**src/rtl/mem_stage_p.sv**
```systemverilog
// Pipeline MEM stage: forwards ALU results, issues store/load strobes to the data
// cache, stalls on load misses until refill, and counts misses.
module mem_stage_p #(
  parameter int unsigned DW    = 16,
  parameter int unsigned IRW   = 16,
  parameter int unsigned CNT_W = 16
) (
  input  logic             clock,
  input  logic             reset,
  input  logic             en,
  input  logic             mem_valid,
  input  logic [IRW-1:0]   mem_ir,
  input  logic             mem_load,
  input  logic             mem_store,
  input  logic [DW-1:0]    reg_c,
  input  logic [DW-1:0]    smdr,
  input  logic             d_hit,
  input  logic [DW-1:0]    d_rdata,
  input  logic             d_ready,
  input  logic             cnt_clr,
  output logic [DW-1:0]    d_addr,
  output logic [DW-1:0]    d_dataout,
  output logic             d_we,
  output logic             d_re,
  output logic             stall,
  output logic [IRW-1:0]   wb_ir,
  output logic [DW-1:0]    wb_result,
  output logic             wb_valid,
  output logic [CNT_W-1:0] miss_count
);

  typedef enum logic {
    S_IDLE = 1'b0,
    S_MISS = 1'b1
  } state_t;

  localparam logic [CNT_W-1:0] CNT_MAX = {CNT_W{1'b1}};

  state_t           r_state;
  logic [IRW-1:0]   r_hold_ir;
  logic [IRW-1:0]   r_wb_ir;
  logic [DW-1:0]    r_wb_result;
  logic             r_wb_valid;
  logic [CNT_W-1:0] r_miss_count;

  logic w_go;
  logic w_miss;
  logic w_load_miss;

  // Strobes are gated by reset so nothing reaches the cache while it is held.
  assign w_go        = (r_state == S_IDLE) & en & mem_valid & reset;
  assign w_miss      = (r_state == S_MISS);
  assign w_load_miss = w_go & mem_load & ~d_hit;

  assign d_addr    = reg_c;
  assign d_dataout = smdr;
  assign d_we      = w_go & mem_store;
  assign d_re      = (w_go & mem_load) | w_miss;
  assign stall     = w_load_miss | (w_miss & ~d_ready);

  always_ff @(posedge clock or negedge reset) begin
    if (!reset) begin
      r_state     <= S_IDLE;
      r_hold_ir   <= '0;
      r_wb_ir     <= '0;
      r_wb_result <= '0;
      r_wb_valid  <= 1'b0;
    end else begin
      case (r_state)
        S_IDLE: begin
          if (en) begin
            if (!mem_valid) begin
              r_wb_valid <= 1'b0;
            end else if (mem_load && !d_hit) begin
              r_state    <= S_MISS;
              r_hold_ir  <= mem_ir;
              r_wb_valid <= 1'b0;
            end else begin
              r_wb_ir     <= mem_ir;
              r_wb_result <= mem_load ? d_rdata : reg_c;
              r_wb_valid  <= 1'b1;
            end
          end
        end
        S_MISS: begin
          // Upstream is frozen, so the refill completes from the held instruction.
          if (d_ready) begin
            r_state     <= S_IDLE;
            r_wb_ir     <= r_hold_ir;
            r_wb_result <= d_rdata;
            r_wb_valid  <= 1'b1;
          end
        end
        default: r_state <= S_IDLE;
      endcase
    end
  end

  // Saturating miss counter; clear has priority over increment.
  always_ff @(posedge clock or negedge reset) begin
    if (!reset) begin
      r_miss_count <= '0;
    end else if (cnt_clr) begin
      r_miss_count <= '0;
    end else if (w_load_miss && (r_miss_count != CNT_MAX)) begin
      r_miss_count <= r_miss_count + CNT_W'(1);
    end
  end

  assign wb_ir      = r_wb_ir;
  assign wb_result  = r_wb_result;
  assign wb_valid   = r_wb_valid;
  assign miss_count = r_miss_count;

endmodule

```
**config.mk**
```make
export PLATFORM = sky130hd
export DESIGN_NAME = mem_stage_p
export DESIGN_NICKNAME = d
export VERILOG_FILES = /design/src/rtl/mem_stage_p.sv
export SDC_FILE = /design/constraint.sdc
export NUM_CORES = 1
export LEC_CHECK = 0
export ABC_AREA = 1
export BUFFER_PORTS_ARGS = -buffer_cell sky130_fd_sc_hd__buf_2
export CAP_MARGIN = 25
export CORE_ASPECT_RATIO = 1.1
export CORE_MARGIN = 10
export CORE_UTILIZATION = 40
export DETAILED_ROUTE_END_ITERATION = 12
export PLACE_DENSITY = 0.71
export RECOVER_POWER = 50
export SYNTH_ARGS = -nofsm -noshare
export SYNTH_HDL_FRONTEND = slang
export SYNTH_SLANG_ARGS = --single-unit
```
**constraint.sdc**
```tcl
create_clock -name clock -period 2.8 [get_ports clock]
set_input_delay 0.56 -clock clock [delete_from_list [all_inputs] [get_ports clock]]
set_output_delay 0.56 -clock clock [all_outputs]
set_load 0.01 [all_outputs]
```
==> results of run 1 <==
worst register-to-register path, delay by kind of cell, from the launching register on:
kind | cells | cell delay, ns
flip-flops | 1 | 0.57
AND/OR/NAND/NOR | 3 | 0.56
buffers and inverters | 1 | 0.45
AO/OA/AOI/OAI | 2 | 0.27
layer usage:
layer  part of all wire  vias to the layer above  track usage
met2               0.47                      104        0.217
li1                   -                     1505            -
met5                  0                        -            0
met3              0.098                        8       0.0646
met1               0.43                     1408        0.186
met4             0.0078                        0       0.0396
metrics by stage:
stage          cells  setup WS, ns  instance area, sq um  hold slack [ns]  power [mW]
3_5_place_dp     600         0.707                  3950            0.382        1.79
5_1_grt          615        0.0741                  4140           0.0556        2.86
3_3_place_gp     600         0.776                  3950            0.379        1.77
4_1_cts          615         0.345                  4180           0.0192        2.74
6_report         616         0.377                  4150           0.0694        2.69
2_1_floorplan    412          1.14                  3500            0.264        1.55
worst max path at each step:
stage	end	slack, ns	cells after the start
final	stall	0.38	3
after global routing	stall	0.07	3
after CTS	stall	0.34	3
after detailed placement	stall	0.71	3
after global placement	wb_valid	0.78	6
after floorplan	d_re	1.14	4
power by group through the flow:
stage	Sequential, mW	Clock (mW)	Combinational [mW]
4_1_cts	1.22	0.963	0.555
3_3_place_gp	1.23	0	0.543
5_1_grt	1.24	1.02	0.591
3_5_place_dp	1.23	0	0.555
2_1_floorplan	1.27	0	0.282
6_report	1.22	0.945	0.531
synthesized netlist by cell type:
cell type | count | area share
nand2_2 | 2 | 0.0036
nand3_1 | 16 | 0.023
xor2_1 | 4 | 0.010
nor2_1 | 49 | 0.053
inv_1 | 14 | 0.015
inv_2 | 1 | 0.0011
nand2_1 | 112 | 0.12
nand3b_1 | 4 | 0.0086
mux2_2 | 16 | 0.052
nand3_2 | 1 | 0.0029
or2_2 | 2 | 0.0036
buf_4 | 33 | 0.071
dfrtp_1 | 66 | 0.47
buf_2 | 9 | 0.013
a31o_2 | 1 | 0.0025
ha_1 | 1 | 0.0036
o21ai_1 | 1 | 0.0014
clkbuf_1 | 7 | 0.0075
o21ai_0 | 20 | 0.029
a31oi_1 | 32 | 0.057
buf_6 | 2 | 0.0064
a21oi_1 | 4 | 0.0057
nor2_4 | 6 | 0.019
nor2_8 | 1 | 0.0057
nand4_1 | 8 | 0.014
registers in the layout, summed over array words and instances, names as in the netlist:
register / cells
miss_count: 16
wb_valid: 1
r_state: 1
r_hold_ir: 16
wb_ir: 16
wb_result: 16
final cells by class:
| class | count | share of cell area |
|---|---|---|
| flip-flops and latches | 66 | 0.398 |
| multi-input cells | 280 | 0.350 |
| repair buffers | 128 | 0.148 |
| well taps | 111 | 0.0335 |
| clock buffers | 10 | 0.0308 |
| clock inverters | 5 | 0.0250 |
| inverters | 15 | 0.0136 |
| diodes | 1 | 0.000603 |
placed cells by master, fill, tap and decap left out, types with 6 or more instances in the layout:
| master | netlist | routed |
|---|---|---|
| o21ai_0 | 20 | 20 |
| nand3_1 | 16 | 16 |
| nor2_4 | 6 | 6 |
| mux2_2 | 16 | 16 |
| nor2_1 | 49 | 49 |
| clkbuf_1 | 7 | 28 |
| dfrtp_1 | 66 | 66 |
| buf_2 | 9 | 97 |
| inv_1 | 14 | 14 |
| a31oi_1 | 32 | 32 |
| clkbuf_8 | 0 | 9 |
| nand4_1 | 8 | 8 |
| nand2_1 | 112 | 111 |
logic make-up (layout without fill, tap and decap cells):
family	after synthesis	count (layout)	share of synthesized area
xor+xnor	4	4	0.0100
mux	16	16	0.0515
simple gates	201	201	0.254
compound gates	58	58	0.0955
fa+ha+maj	1	1	0.00358
other cells	0	1	0
buf+inv	66	158	0.114
flops	66	66	0.472
==> summary.md, run 1 <==
* 413 MHz — highest clock rate
* 9.43 mm — WL final
* inv_1 -> o21ai_0 -> buf_2 — cell chain of the critical path
* 0.34 ns — clk_lat worst skew
* 0.290 — layout cell share with drive strength beyond 1
* 0.452 — Reg power frac
* 7.19 mm — HPWL reported at the end of detailed placement
* finished, violations left — result of the run
* 0.491 — utilization after layout
* 0 — warnings from Yosys
* 0.146 — GRT Total Usage
* 3500 sq um — post-synthesis cell area
* 9 — clock buffer count from CTS
* 486 — number of nets in the synthesized netlist
* 66 — Max Slew Vio Count
* 66 — flop and latch count out of synthesis
* r_state — launch point of the critical path
* 0 — remaining global-route overflow
* 0 — final setup violation count
* 3,025 — total number of vias
* 109 um — die width
* 0 — number of hold-repair buffers added at the cts stage
* 35 — standard-cell rows
* 0.86 ns — reg2reg setup slack
* 1 — antenna violations before repair
* 0.351 — clock share of power
* no — unrepaired setup endpoints after global routing
* 124 — Port Buf Inserts
* 2 — Bufs on Longest Clock Path
* 0 — number of nets with antenna violations after detailed routing
* 0.865 — ratio of final minimum period to clock period
* 4.91 — average via count per standard cell
* 0.835 — routability cong.
* 157 — top-level I/O count
* 1.86 ns — critical path data arrival time
* 0.309 mV — Peak supply drop
* 574 — number of nets in the layout
* 0.281 — switching fraction of total power
* capacitance limit, slew limit — failing checks
* 6 — number of cells on the worst reg-to-reg path
* 8450 sq um — core box area
* dfrtp_1 — Slowest-stage cell, CP
* clkbuf_8 — root cell of the clock tree
* 0 ns — setup tns final
* 4 — count of TritonRoute iterations in the first routing pass
* 8.49 sq um — Avg Inst Size Synth
* 650 nW/um^2 — Pwr per Cell Area
* 1.59 ns — slew at the pin closest to its max-slew limit
* 1650 sq um — Seq. cell area
* reg2out — type of the worst setup path
* 3 — CTS H-tree lvls
* 118 um — die height
* r_state — reg-to-reg critical path startpoint
* 2 — worst path buffer plus inverter count
* 1 — MaxCap Viol Count
* 0.758 mW — Switching Power
* 1.97 nW — static leakage
* 0 — post-CTS repair timing setup buffer count
* 0.197 — Comb pwr share
* 107 — initial drt markers
* 0.472 — Seq/Total Area, Yosys
* 0 — final hold viol count
* 1450 sq um — multi-input logic area
* 848 — # fillers
* primary output — sort of element at the end of the critical path
* 0.67 ns — slowest cell delay on critical path
* 66 — pin count of the biggest net entering global routing
* flip-flops — top cell family by delay on the critical path
* 0 — total DRC errors in the routed layout
* in2async — worst min-delay path category
* 2,964 — vias in the first global route
* 1.94 mW — Internal Dissipation
* -0.0569 — remaining max-slew budget at the tightest pin
* 0.0108 ns — worst-case clock skew
* flip-flop — CP startpoint kind
* 0 — Gates resized, CTS repair
* yes — TritonCTS clock tree
* 15.3 um — wire per inst
* 2.24 ns — required time of the critical path
* 0.07 ns — CTS clock-pin slew for the worst setup and hold paths
* 25 — number of distinct library cell variants in the gate-level netlist after synthesis
* 0.414 — Starting Density
* 15.1 mm — wire length of the first global-routing pass
* 20 — CP max FO
* 12,900 sq um — total die area
* 18.5% — area added between synthesis and finish
* wb_result[10] — capture point of the worst reg-to-reg path
* 2.42 ns — minimum period implied by the final worst setup slack
* 412 — number of standard cells after synthesis
* 66 — sinks on the clock net
Power figures use the tool's default switching activity.
==> inputs of run 2 (changes only) <==
Settings changed: PLACE_DENSITY 0.71 to 0.7.
==> run 2 against run 1 <==
Clock-buffer cell count is 1 lower; register-to-register slack worse by 0.10 ns; fmax rose by 12%; the run still ends with capacitance limit, slew limit left; first-iteration DRC count rose by 46%.
==> summary.md, run 2 (synthesized netlist as in run 1, its figures left out) <==
* capacitance limit, slew limit — failing checks, unchanged
* 3 — CTS H-tree lvls, unchanged
* 0.833 — routability cong., was 0.835
* 0.414 — Starting Density, unchanged
* 0.446 mV — Peak supply drop, was 0.309 mV
* no — unrepaired setup endpoints after global routing, unchanged
* in2async — worst min-delay path category, unchanged
* nand2_1 — most common cell after layout, fill and taps aside, unchanged
* 4 — count of TritonRoute iterations in the first routing pass, unchanged
* clkbuf_8 — root cell of the clock tree, unchanged
* 0.34 ns — clk_lat worst skew, about the same
* 157 — top-level I/O count, unchanged
* 8450 sq um — core box area, unchanged
* 66 — sinks on the clock net, unchanged
* 0 — Gates resized, CTS repair, unchanged
* 0.08 ns — CTS clock-pin slew for the worst setup and hold paths, was 0.07 ns
* 462 MHz — highest clock rate, was 413 MHz
* 109 um — die width, unchanged
* 0.682 ns — Worst Setup Slack post-DPL, was 0.707 ns
* 0.0128 ns — worst-case clock skew, was 0.0108 ns
* 574 — number of nets in the layout, unchanged
* 0 — post-CTS repair timing setup buffer count, unchanged
* reg2out — type of the worst setup path, unchanged
* 63 — pin count of the biggest net entering global routing, was 66
* yes — TritonCTS clock tree, unchanged
* 35 — standard-cell rows, unchanged
* flip-flop — CP startpoint kind, unchanged
* 20 — CP max FO, unchanged
* 0 — antenna diode count, was 1
* 1.59 ns — slew at the pin closest to its max-slew limit, about the same
* 0.151 — GRT Total Usage, was 0.146
* 2.16 ns — minimum period implied by the final worst setup slack, was 2.42 ns
* 2.24 ns — required time of the critical path, about the same
* 15.7 um — wire per inst, was 15.3 um
* 844 — # fillers, was 848
* 2 — Bufs on Longest Clock Path, unchanged
* primary output — sort of element at the end of the critical path, unchanged
* 0 — final setup violation count, unchanged
* 0.295 — layout cell share with drive strength beyond 1, was 0.290
* 17.6% — area added between synthesis and finish, was 18.5%
* 111 x nand2_1, 98 x buf_2, 66 x dfrtp_1 — most frequent cells in the layout, was 111 x nand2_1, 97 x buf_2, 66 x dfrtp_1
* 1 — MaxCap Viol Count, unchanged
* 0 — total DRC errors in the routed layout, unchanged
* 0 — number of hold-repair buffers added at the cts stage, unchanged
* -0.0607 — remaining max-slew budget at the tightest pin, was -0.0569
* 1.60 ns — critical path data arrival time, was 1.86 ns
* 15.7 mm — wire length of the first global-routing pass, was 15.1 mm
* 0.487 — utilization after layout, was 0.491
* 0 — final hold viol count, unchanged
* 156 — initial drt markers, was 107
* 1.95 nW — static leakage, was 1.97 nW
* 3,133 — total number of vias, was 3,025
* 5.09 — average via count per standard cell, was 4.91
* 9.65 mm — WL final, was 9.43 mm
* 7.23 mm — HPWL reported at the end of detailed placement, was 7.19 mm
* 12,900 sq um — total die area, unchanged
* 0 — remaining global-route overflow, unchanged
* finished, violations left — result of the run, unchanged
* 118 um — die height, unchanged
* 124 — Port Buf Inserts, unchanged
* 1 — antenna violations before repair, unchanged
* 63 — Max Slew Vio Count, was 66
* 624 nW/um^2 — Pwr per Cell Area, was 650 nW/um^2
* 3,153 — vias in the first global route, was 2,964
* 616 — final standard cell count with taps included and fillers excluded, unchanged
* 0 ns — setup tns final, unchanged
* 0 — number of nets with antenna violations after detailed routing, unchanged
* 0.636 ns — slack of the critical path, was 0.377 ns
* 0.773 — ratio of final minimum period to clock period, was 0.865
* 9 — clock buffer count from CTS, unchanged
* 600 — Post-Place Cells, unchanged
run 2: layout make-up:
cell class | instances | area, sq um | share of cell area
Clock inverter | 7 | 76.3 | 0.0186
Multi-Input combinational cell | 280 | 1450 | 0.353
Sequential cell | 66 | 1650 | 0.401
Clock buffer | 9 | 124 | 0.0301
Timing Repair Buffer | 128 | 616 | 0.150
Tap cell | 111 | 139 | 0.0338
Inverter | 15 | 56.3 | 0.0137
run 2: routing by layer:
layer / routed length (um) / share of wire / track usage / vias up
met5: 17 / 0.0018 / 0 / -
met3: 866 / 0.090 / 0.0570 / 18
li1: - / - / - / 1510
met1: 3980 / 0.41 / 0.182 / 1497
met2: 4650 / 0.48 / 0.238 / 106
met4: 136 / 0.014 / 0.0487 / 2
run 2: worst paths after layout:
kind | depth (start not counted) | endpoint | slack [ns] | from
setup / recovery | 3 | d_re | 0.64 | r_state
hold / removal | 1 | r_hold_ir[7] | 0.13 | reset
setup reg to reg | 6 | wb_result[11] | 0.76 | r_state
hold reg to reg | 1 | r_hold_ir[9] | 0.51 | r_hold_ir[9]
max in group asynchronous | 2 | wb_result[4] | 0.76 | reset
min in group clock | 2 | r_state | 0.43 | d_ready
run 2: metrics by stage:
stage          cell area (sq um)  power [mW]  hold slack, ns
2_1_floorplan               3500        1.55           0.264
3_3_place_gp                3950        1.77           0.412
3_5_place_dp                3950        1.79           0.415
4_1_cts                     4150        2.62          0.0319
5_1_grt                     4110        2.72           0.139
6_report                    4110        2.57           0.130
run 2: critical path, stage by stage (launching register included):
cell,delay (ns)
dfrtp_1,0.42
inv_1,0.47
o21ai_0,0.18
buf_2,0.19
run 2: power breakdown:
group / internal (mW) / switching (mW)
Sequential: 1.12 / 0.0935
Combinational: 0.227 / 0.304
Clock: 0.417 / 0.402
Total: 1.77 / 0.799
